`src/rtl/array_3d_serializer_pkg.sv`:
```
// Shared constants, index-width helper and FSM states
// for the 3D array serializer.
package array_3d_pkg;

  localparam int DIM_I = 4;
  localparam int DIM_J = 3;
  localparam int DIM_K = 2;
  localparam int DW    = 32;

  function automatic int idx_w(input int n);
    return (n > 1) ? $clog2(n) : 1;
  endfunction

  typedef enum logic [1:0] {
    IDLE,
    STREAM,
    DONE
  } state_e;

endpackage

```
`src/rtl/array_3d_serializer_if.sv`:
```
// Beat stream bundle: element, (i,j,k) coordinates,
// last flag and valid/ready handshake.
interface array_3d_serializer_if #(
  parameter int DW = array_3d_pkg::DW,
  parameter int IW = 2,
  parameter int JW = 2,
  parameter int KW = 1
);

  logic          out_valid;
  logic          out_ready;
  logic [DW-1:0] out_data;
  logic [IW-1:0] out_i;
  logic [JW-1:0] out_j;
  logic [KW-1:0] out_k;
  logic          out_last;

  modport master (
    output out_valid,
    output out_data,
    output out_i,
    output out_j,
    output out_k,
    output out_last,
    input  out_ready
  );

  modport slave (
    input  out_valid,
    input  out_data,
    input  out_i,
    input  out_j,
    input  out_k,
    input  out_last,
    output out_ready
  );

endinterface

```
`src/rtl/array_3d_serializer_index_counter.sv`:
```
// Three cascaded wrapping counters (k inner, i outer)
// with clear, advance and wrap/last flags.
module array_3d_index_counter #(
  parameter int DIM_I = array_3d_pkg::DIM_I,
  parameter int DIM_J = array_3d_pkg::DIM_J,
  parameter int DIM_K = array_3d_pkg::DIM_K,
  localparam int IW = array_3d_pkg::idx_w(DIM_I),
  localparam int JW = array_3d_pkg::idx_w(DIM_J),
  localparam int KW = array_3d_pkg::idx_w(DIM_K)
) (
  input  logic          clk,
  input  logic          rst_n,
  input  logic          clr_i,
  input  logic          adv_i,
  output logic [IW-1:0] i_o,
  output logic [JW-1:0] j_o,
  output logic [KW-1:0] k_o,
  output logic          k_wrap_o,
  output logic          j_wrap_o,
  output logic          last_o
);

  logic [IW-1:0] i_q, i_d;
  logic [JW-1:0] j_q, j_d;
  logic [KW-1:0] k_q, k_d;
  logic          i_end, j_end, k_end;

  assign i_end = (i_q == IW'(DIM_I - 1));
  assign j_end = (j_q == JW'(DIM_J - 1));
  assign k_end = (k_q == KW'(DIM_K - 1));

  assign k_wrap_o = k_end;
  assign j_wrap_o = k_end & j_end;
  assign last_o   = k_end & j_end & i_end;

  always_comb begin
    i_d = i_q;
    j_d = j_q;
    k_d = k_q;
    if (clr_i) begin
      i_d = '0;
      j_d = '0;
      k_d = '0;
    end else if (adv_i) begin
      k_d = k_end ? '0 : k_q + KW'(1);
      if (k_end) begin
        j_d = j_end ? '0 : j_q + JW'(1);
        if (j_end)
          i_d = i_end ? '0 : i_q + IW'(1);
      end
    end
  end

  always_ff @(posedge clk or negedge rst_n) begin
    if (!rst_n) begin
      i_q <= '0;
      j_q <= '0;
      k_q <= '0;
    end else begin
      i_q <= i_d;
      j_q <= j_d;
      k_q <= k_d;
    end
  end

  assign i_o = i_q;
  assign j_o = j_q;
  assign k_o = k_q;

endmodule

```
`src/rtl/array_3d_serializer.sv`:
```
// Snapshots a 3D array on start and streams it i/j/k-ordered.
// ARRAY_3D_SERIALIZER_CHECKSUM_EN adds a running checksum output.
module array_3d_serializer #(
  parameter int DIM_I = array_3d_pkg::DIM_I,
  parameter int DIM_J = array_3d_pkg::DIM_J,
  parameter int DIM_K = array_3d_pkg::DIM_K,
  parameter int DW    = array_3d_pkg::DW
) (
  input  logic          clk,
  input  logic          rst_n,
  input  logic          start,
  input  logic [DW-1:0] array_in [DIM_I][DIM_J][DIM_K],
  output logic          busy,
  output logic          done,
  array_3d_serializer_if.master out
`ifdef ARRAY_3D_SERIALIZER_CHECKSUM_EN
  ,
  output logic [DW-1:0] checksum
`endif
);

  import array_3d_pkg::*;

  localparam int IW = idx_w(DIM_I);
  localparam int JW = idx_w(DIM_J);
  localparam int KW = idx_w(DIM_K);

  state_e        state_q, state_d;
  logic [DW-1:0] snap_q [DIM_I][DIM_J][DIM_K];
  logic [IW-1:0] ci;
  logic [JW-1:0] cj;
  logic [KW-1:0] ck;
  logic          k_wrap, j_wrap, last;
  logic          accept, valid, xfer;
  logic [DW-1:0] data;

  assign accept = (state_q == IDLE) && start;
  assign xfer   = valid && out.out_ready;

  array_3d_index_counter #(
    .DIM_I (DIM_I),
    .DIM_J (DIM_J),
    .DIM_K (DIM_K)
  ) u_cnt (
    .clk      (clk),
    .rst_n    (rst_n),
    .clr_i    (accept),
    .adv_i    (xfer),
    .i_o      (ci),
    .j_o      (cj),
    .k_o      (ck),
    .k_wrap_o (k_wrap),
    .j_wrap_o (j_wrap),
    .last_o   (last)
  );

  always_ff @(posedge clk or negedge rst_n) begin
    if (!rst_n) state_q <= IDLE;
    else        state_q <= state_d;
  end

  // Snapshot needs no reset: it is only read in STREAM.
  always_ff @(posedge clk) begin
    if (accept) snap_q <= array_in;
  end

  always_comb begin
    state_d = state_q;
    valid   = 1'b0;
    busy    = 1'b0;
    done    = 1'b0;
    unique case (state_q)
      IDLE: begin
        if (start) state_d = STREAM;
      end
      STREAM: begin
        valid = 1'b1;
        busy  = 1'b1;
        if (out.out_ready && last) state_d = DONE;
      end
      DONE: begin
        done    = 1'b1;
        state_d = IDLE;
      end
      default: state_d = IDLE;
    endcase
  end

  assign data = valid ? snap_q[ci][cj][ck] : '0;

  assign out.out_valid = valid;
  assign out.out_data  = data;
  assign out.out_i     = ci;
  assign out.out_j     = cj;
  assign out.out_k     = ck;
  assign out.out_last  = valid & last;

`ifdef ARRAY_3D_SERIALIZER_CHECKSUM_EN
  logic [DW-1:0] sum_q;

  always_ff @(posedge clk or negedge rst_n) begin
    if (!rst_n)      sum_q <= '0;
    else if (accept) sum_q <= '0;
    else if (xfer)   sum_q <= sum_q + data;
  end

  assign checksum = sum_q;
`endif

endmodule

```
`src/flat_wrapper.sv`:
```
// flat-port wrapper written by rule: the top's interface ports become plain ports
module array_3d_serializer_flat import array_3d_pkg::*;
#(
  parameter int DIM_I = array_3d_pkg::DIM_I,
  parameter int DIM_J = array_3d_pkg::DIM_J,
  parameter int DIM_K = array_3d_pkg::DIM_K,
  parameter int DW    = array_3d_pkg::DW
)
  (clk, rst_n, start, array_in, busy, done, out_out_valid, out_out_data, out_out_i, out_out_j, out_out_k, out_out_last, out_out_ready);
  array_3d_serializer_if #(.DW(DW), .IW((idx_w(DIM_I))), .JW((idx_w(DIM_J))), .KW((idx_w(DIM_K)))) out_i ();
  input  logic clk;
  input  logic rst_n;
  input  logic start;
  input  logic [DW-1:0] array_in[DIM_I][DIM_J][DIM_K];
  output logic busy;
  output logic done;
  output wire logic [$bits(out_i.out_valid)-1:0] out_out_valid;
  output wire logic [$bits(out_i.out_data)-1:0] out_out_data;
  output wire logic [$bits(out_i.out_i)-1:0] out_out_i;
  output wire logic [$bits(out_i.out_j)-1:0] out_out_j;
  output wire logic [$bits(out_i.out_k)-1:0] out_out_k;
  output wire logic [$bits(out_i.out_last)-1:0] out_out_last;
  input wire logic [$bits(out_i.out_ready)-1:0] out_out_ready;
  assign out_out_valid = out_i.out_valid;
  assign out_out_data = out_i.out_data;
  assign out_out_i = out_i.out_i;
  assign out_out_j = out_i.out_j;
  assign out_out_k = out_i.out_k;
  assign out_out_last = out_i.out_last;
  assign out_i.out_ready = out_out_ready;
  array_3d_serializer #(.DIM_I(DIM_I), .DIM_J(DIM_J), .DIM_K(DIM_K), .DW(DW)) u_core (.clk(clk), .rst_n(rst_n), .start(start), .array_in(array_in), .busy(busy), .done(done), .out(out_i));
endmodule
```
`config.mk`:
```
export PLATFORM = sky130hd
export DESIGN_NAME = array_3d_serializer_flat
export DESIGN_NICKNAME = d
export VERILOG_FILES = /design/src/rtl/array_3d_serializer_pkg.sv /design/src/rtl/array_3d_serializer_if.sv /design/src/rtl/array_3d_serializer_index_counter.sv /design/src/rtl/array_3d_serializer.sv /design/src/flat_wrapper.sv
export SDC_FILE = /design/constraint.sdc
export NUM_CORES = 1
export LEC_CHECK = 0
export ABC_CLOCK_PERIOD_IN_PS = 113000
export CAP_MARGIN = 10
export CORE_AREA = 2 2 320 322
export CTS_CLUSTER_DIAMETER = 120
export DETAILED_ROUTE_END_ITERATION = 12
export DIE_AREA = 0 0 322 324
export SYNTH_ARGS = -nofsm -noshare
export SYNTH_HDL_FRONTEND = slang
export SYNTH_HIERARCHICAL = 1
export SYNTH_SLANG_ARGS = --single-unit
```
`constraint.sdc`:
```
create_clock -name clk -period 113 [get_ports clk]
set_clock_uncertainty 0.15 [all_clocks]
set_input_delay 11.3 -clock clk [delete_from_list [all_inputs] [get_ports clk]]
set_output_delay 11.3 -clock clk [all_outputs]
set_load 0.03 [all_outputs]
```
# After elaboration in Yosys (flattened, before gate mapping)
# Cells that the tools add are included.
[word_totals] ff_bits=775 input_bits=772 output_inout_bits=41 elab_cells=83
[classes] addsub=3 magnitude_cmp=3 n_eq_ne=6 mux=27 bitwise=6 reduce_logical=10
[op_table] operator="$bmux W192 S2" n=1
[op_table] operator="$mux W192" n=2
[op_table] operator="$bmux W64 S2" n=1
[op_table] operator="$mux W32" n=4
[op_table] operator="$mux W64" n=2
[op_table] operator="$mux W2" n=11
[op_table] operator="$eq A2 B2 Y1 const B" n=3
[op_table] operator="$ge A3 B3 Y1 const B" n=2
[op_table] operator="$not A2 Y3" n=2
[op_table] operator="$reduce_bool A2 Y1" n=3
[op_table] operator="$mux W1" n=5
[op_table] operator="$add A2 B1 Y2 const B" n=2
[op_table] operator="$pmux W2 S2" n=1
[op_table] operator="$reduce_and A2 Y1" n=2
[op_table] operator="$and A1 B1 Y1" n=3
[op_table] operator="$logic_and A1 B1 Y1" n=3
[op_table] operator="$reduce_and A3 Y1" n=1
[op_table] operator="$eq A2 B1 Y1 const B" n=1
[op_table] operator="$ge A2 B2 Y1 const B" n=1
[op_table] operator="$logic_not A2 Y1" n=1
[op_table] operator="$ne A2 B1 Y1 const B" n=1
[op_table] operator="$ne A2 B2 Y1 const B" n=1
[op_table] operator="$not A1 Y2" n=1
[op_table] operator="$add A1 B1 Y1 const B" n=1

# Depth between registers and ports, before layout
[depth] depth_word=11 ltp_mapped=8 mapped_depth_nobuf=4

# Hierarchy
# Netlist, hierarchy kept.
[modules_own_cells] module="array_3d_serializer" instances=1 cells_each=1337 area_each_um2=29479.5 seq_area_each_um2=23112.2
[modules_own_cells] module="array_3d_index_counter" instances=1 cells_each=24 area_each_um2=286.5 seq_area_each_um2=125.1

# Worst setup path after synthesis
# Ideal clock, no wire load.
[synth_timing] kind="input to register" from="input start" to="register u_core.u_cnt.i_q[0], in the netlist u_core/u_cnt/i_o[0]" setup_ps=202 t_arrival_ps=69738 required_ps=112648 setup_slack_ps=42910 path_stages=3 path_buffers=0 cell_sequence="nor3b_1 -> nor3_1 -> mux2_4"
[synth_between] elab_chain_len=3 elab_cells_between_ends=6 classes_between="mux (1); reduce/logical (5)"
[synth_lines] item="from (decl)" line="flat_wrapper.sv:13" text="input logic start;"
[synth_lines] item="$logic_and A1 B1 Y1 *" line="array_3d_serializer.sv:37" text="assign accept = (state_q == IDLE) && start;"
[synth_lines] item="$reduce_bool A2 Y1 (no line)"
[synth_lines] item="$reduce_and A3 Y1 (no line)"
[synth_lines] item="to (signal assigned)" line="array_3d_serializer_index_counter.sv:60" text="i_q <= i_d;"
[synth_lines] item="to (decl)" line="array_3d_serializer_index_counter.sv:23" text="logic [IW-1:0] i_q, i_d;"
# Every way passes the cells marked *; elsewhere a longest branch is shown, timed or not.
# A chain may end at the register's enable or synchronous reset.

# Worst setup path after layout
[layout_timing] from="register u_core.u_cnt.i_q[1], in the netlist u_core/u_cnt/i_o[1]" to="output out_out_data[24]"
[layout_between] elab_chain_len=11
[layout_lines] item="$not A2 Y3 (not written as such)" line="array_3d_serializer.sv:89" text="assign data = valid ? snap_q[ci][cj][ck] : '0;"
[layout_lines] item="$bmux W192 S2" line="array_3d_serializer.sv:89"
[layout_lines] item="$mux W192 (not written as such) (2 in a row)" line="array_3d_serializer.sv:89"
[layout_lines] item="$bmux W64 S2" line="array_3d_serializer.sv:89"
[layout_lines] item="$mux W64 (not written as such) (2 in a row)" line="array_3d_serializer.sv:89"
[layout_lines] item="$mux W32 (not written as such) (3 in a row)" line="array_3d_serializer.sv:89"
[layout_lines] item="$mux W32" line="array_3d_serializer.sv:89"
[layout_lines] item="to (decl)" line="flat_wrapper.sv:18" text="output wire logic [$bits(out_i.out_data)-1:0] out_out_data;"
# No other way between the ends. The select of a mux whose other input is x is not followed.

==> results.tsv <==
metric	value	unit
critPathBufInv	3	
ctsResizeCount	0	
die_h	324	um
drive_gt1_share	14.3	%
cp.arrival	4.91	ns
slew_viol_final	0	
critPathKind	reg2out	
cts_root_buf	clkbuf_16	
syn-num-nets	2133	
worst-path-max-fanout	42	
holdBufCountCts	0	
clock_latency	0.64	ns
netlist_instances	1360	
core	101000	sq um
grt_pass1_wl	127000	um
cts_tree	done	
grt_max_degree	179	
p_per_area	20.4	nW/um^2
io_buffers	812	
setup.worst_path.end_class	output pin	
totalWireLength	94200	um
outcome	finished clean	
clk_pin_slew	0.05	ns
max_freq	0.0611	GHz
fin_crit	16.36	ns
ys_warn_count	6	
detailed_place_hpwl	69400	um
cp.required	101.55	ns
initial_core_util	29.5	%
setup_viol_count_final	0	
grt-ovfl-total	0	
drc_errors	0	
maxSlewHeadroom	24.8	%
dp_slack	96.96	ns
ctsHtreeMaxLevel	3	
row_count	117	
tightest_slew	1.13	ns
fin_crit_sh	14.5	%
netlist_area	29800	sq um
slowest_delay	0.94	ns
syn_area_per_cell	21.9	sq um
post-cts-setup-buffer-count	0	
setup_ws	96.64	ns
rsz0062_at_grt	false	
antenna_found_initial	44	
cp_slowest_cell	dfrtp_4	
grtUsageTotal	17.4	%
finalSetupTns	0	ns
cts_buffers	88	
dp_cells	3426	
post_drt_wl_per_cell	26.1	um
die_w	322	um
via_count	16800	
startpoint_type	register	
place_congestion	0.841	
clockBufferDepth	3	
finalPower	859	uW
final_nets	2980	
crit_family	buffers and inverters	
peakVddDrop	0.0210	mV
io_pins	813	
finalNonFillerCells	3610	
drt-pass1-iter-count	5	
grt_pass1_vias	18000	
crit_chain	buf_4 > buf_4 > mux4_2 > mux2i_1 > o211ai_1 > clkdlybuf4s50_1	
hold_class	reg2reg	
drv_cap	0	
antenna_left	0	
via_per_inst	4.67	
die_area	104000	sq um
path_common_cell	buf_4	
drt_iter0_drc	1306	
hold_viol	0	
area_growth	41.7	%
p_leak	0.0134	uW
cts.sinks	775	
holdWs	0.552	ns
final cells by class:
cell class,count,area (sq um)
Fill cell,8945,58800
Sequential cell,775,23200
Timing Repair Buffer,832,8350
Multi-Input combinational cell,510,6150
Clock buffer,109,2340
Tap cell,1309,1640
Clock inverter,52,379
Antenna cell,23,57.6
per-layer routing:
metal  up-vias  track usage, %  routed length, um  part of all wire [%]
met5         -               0                124                  0.13
met4        20            7.13               2400                   2.6
met3       148            4.92               7750                   8.2
met2       782            28.7              46900                    50
met1      8474            21.5              36900                    39
li1       7423               -                  -                     -
final timing paths:
check | from | endpoint | slack, ns | cells after the start
setup reg to reg | u_core/state_q[1]$_DFFE_PN0P_ | u_core/snap_q[711]$_DFFE_PP_ | 108.59 | 5
setup / recovery | u_core/u_cnt/i_o[1]$_DFFE_PN0P_ | out_out_data[24] | 96.64 | 6
min in group asynchronous | rst_n | u_core/state_q[0]$_DFFE_PN0P_ | 10.79 | 1
hold / removal | u_core/u_cnt/j_o[1]$_DFFE_PN0P_ | u_core/u_cnt/j_o[1]$_DFFE_PN0P_ | 0.55 | 2
hold reg to reg | u_core/u_cnt/j_o[1]$_DFFE_PN0P_ | u_core/u_cnt/j_o[1]$_DFFE_PN0P_ | 0.55 | 2
max in group asynchronous | rst_n | u_core/u_cnt/j_o[0]$_DFFE_PN0P_ | 101.60 | 1
layout by cell type, fill, tap and decap left out, types with 2 or more instances in the layout:
cell type        instances
clkdlybuf4s50_1        812
edfxtp_1               768
mux2i_1                145
mux4_2                 134
clkbuf_16               91
a22oi_1                 57
mux2_2                  39
nand2_1                 38
clkinv_1                25
nand3_1                 25
o211ai_1                25
diode_2                 23
clkbuf_1                18
clkinv_2                14
buf_4                   14
buf_12                   6
bufinv_16                5
and2_1                   5
clkinvlp_4               4
inv_6                    4
nor2b_1                  4
o21ai_0                  4
o221ai_1                 4
dfrtp_1                  4
o21ai_1                  3
nand2b_1                 3
dfrtp_4                  3
and3b_2                  2
nor2b_2                  2
nor2_1                   2
a21bo_2                  2
a21oi_1                  2
power by group:
| part | switching, uW | internal (uW) | total [uW] |
|---|---|---|---|
| clock network | 115 | 158 | 273 |
| logic | 127 | 116 | 243 |
| registers | 14.6 | 329 | 343 |
| total | 256 | 603 | 859 |
tightest hold or removal path, stage by stage (launching register included):
cell and delay (ns):
dfrtp_1 0.46, nand4b_1 0.14, a21oi_1 0.06
state kept, by name, summed over array words and instances (netlist names):
signal / flops
u_core/u_cnt/k_o: 1
u_core/snap_q: 768
u_core/u_cnt/i_o: 2
u_core/state_q: 2
u_core/u_cnt/j_o: 2
stage by stage:
step	cell area, sq um	util, %
after detailed placement	39400	39.0
after global routing	42200	41.7
after global placement	39400	39.0
after CTS	42100	41.7
after floorplan	29800	-
final	42200	41.7
Power figures use the tool's default switching activity.
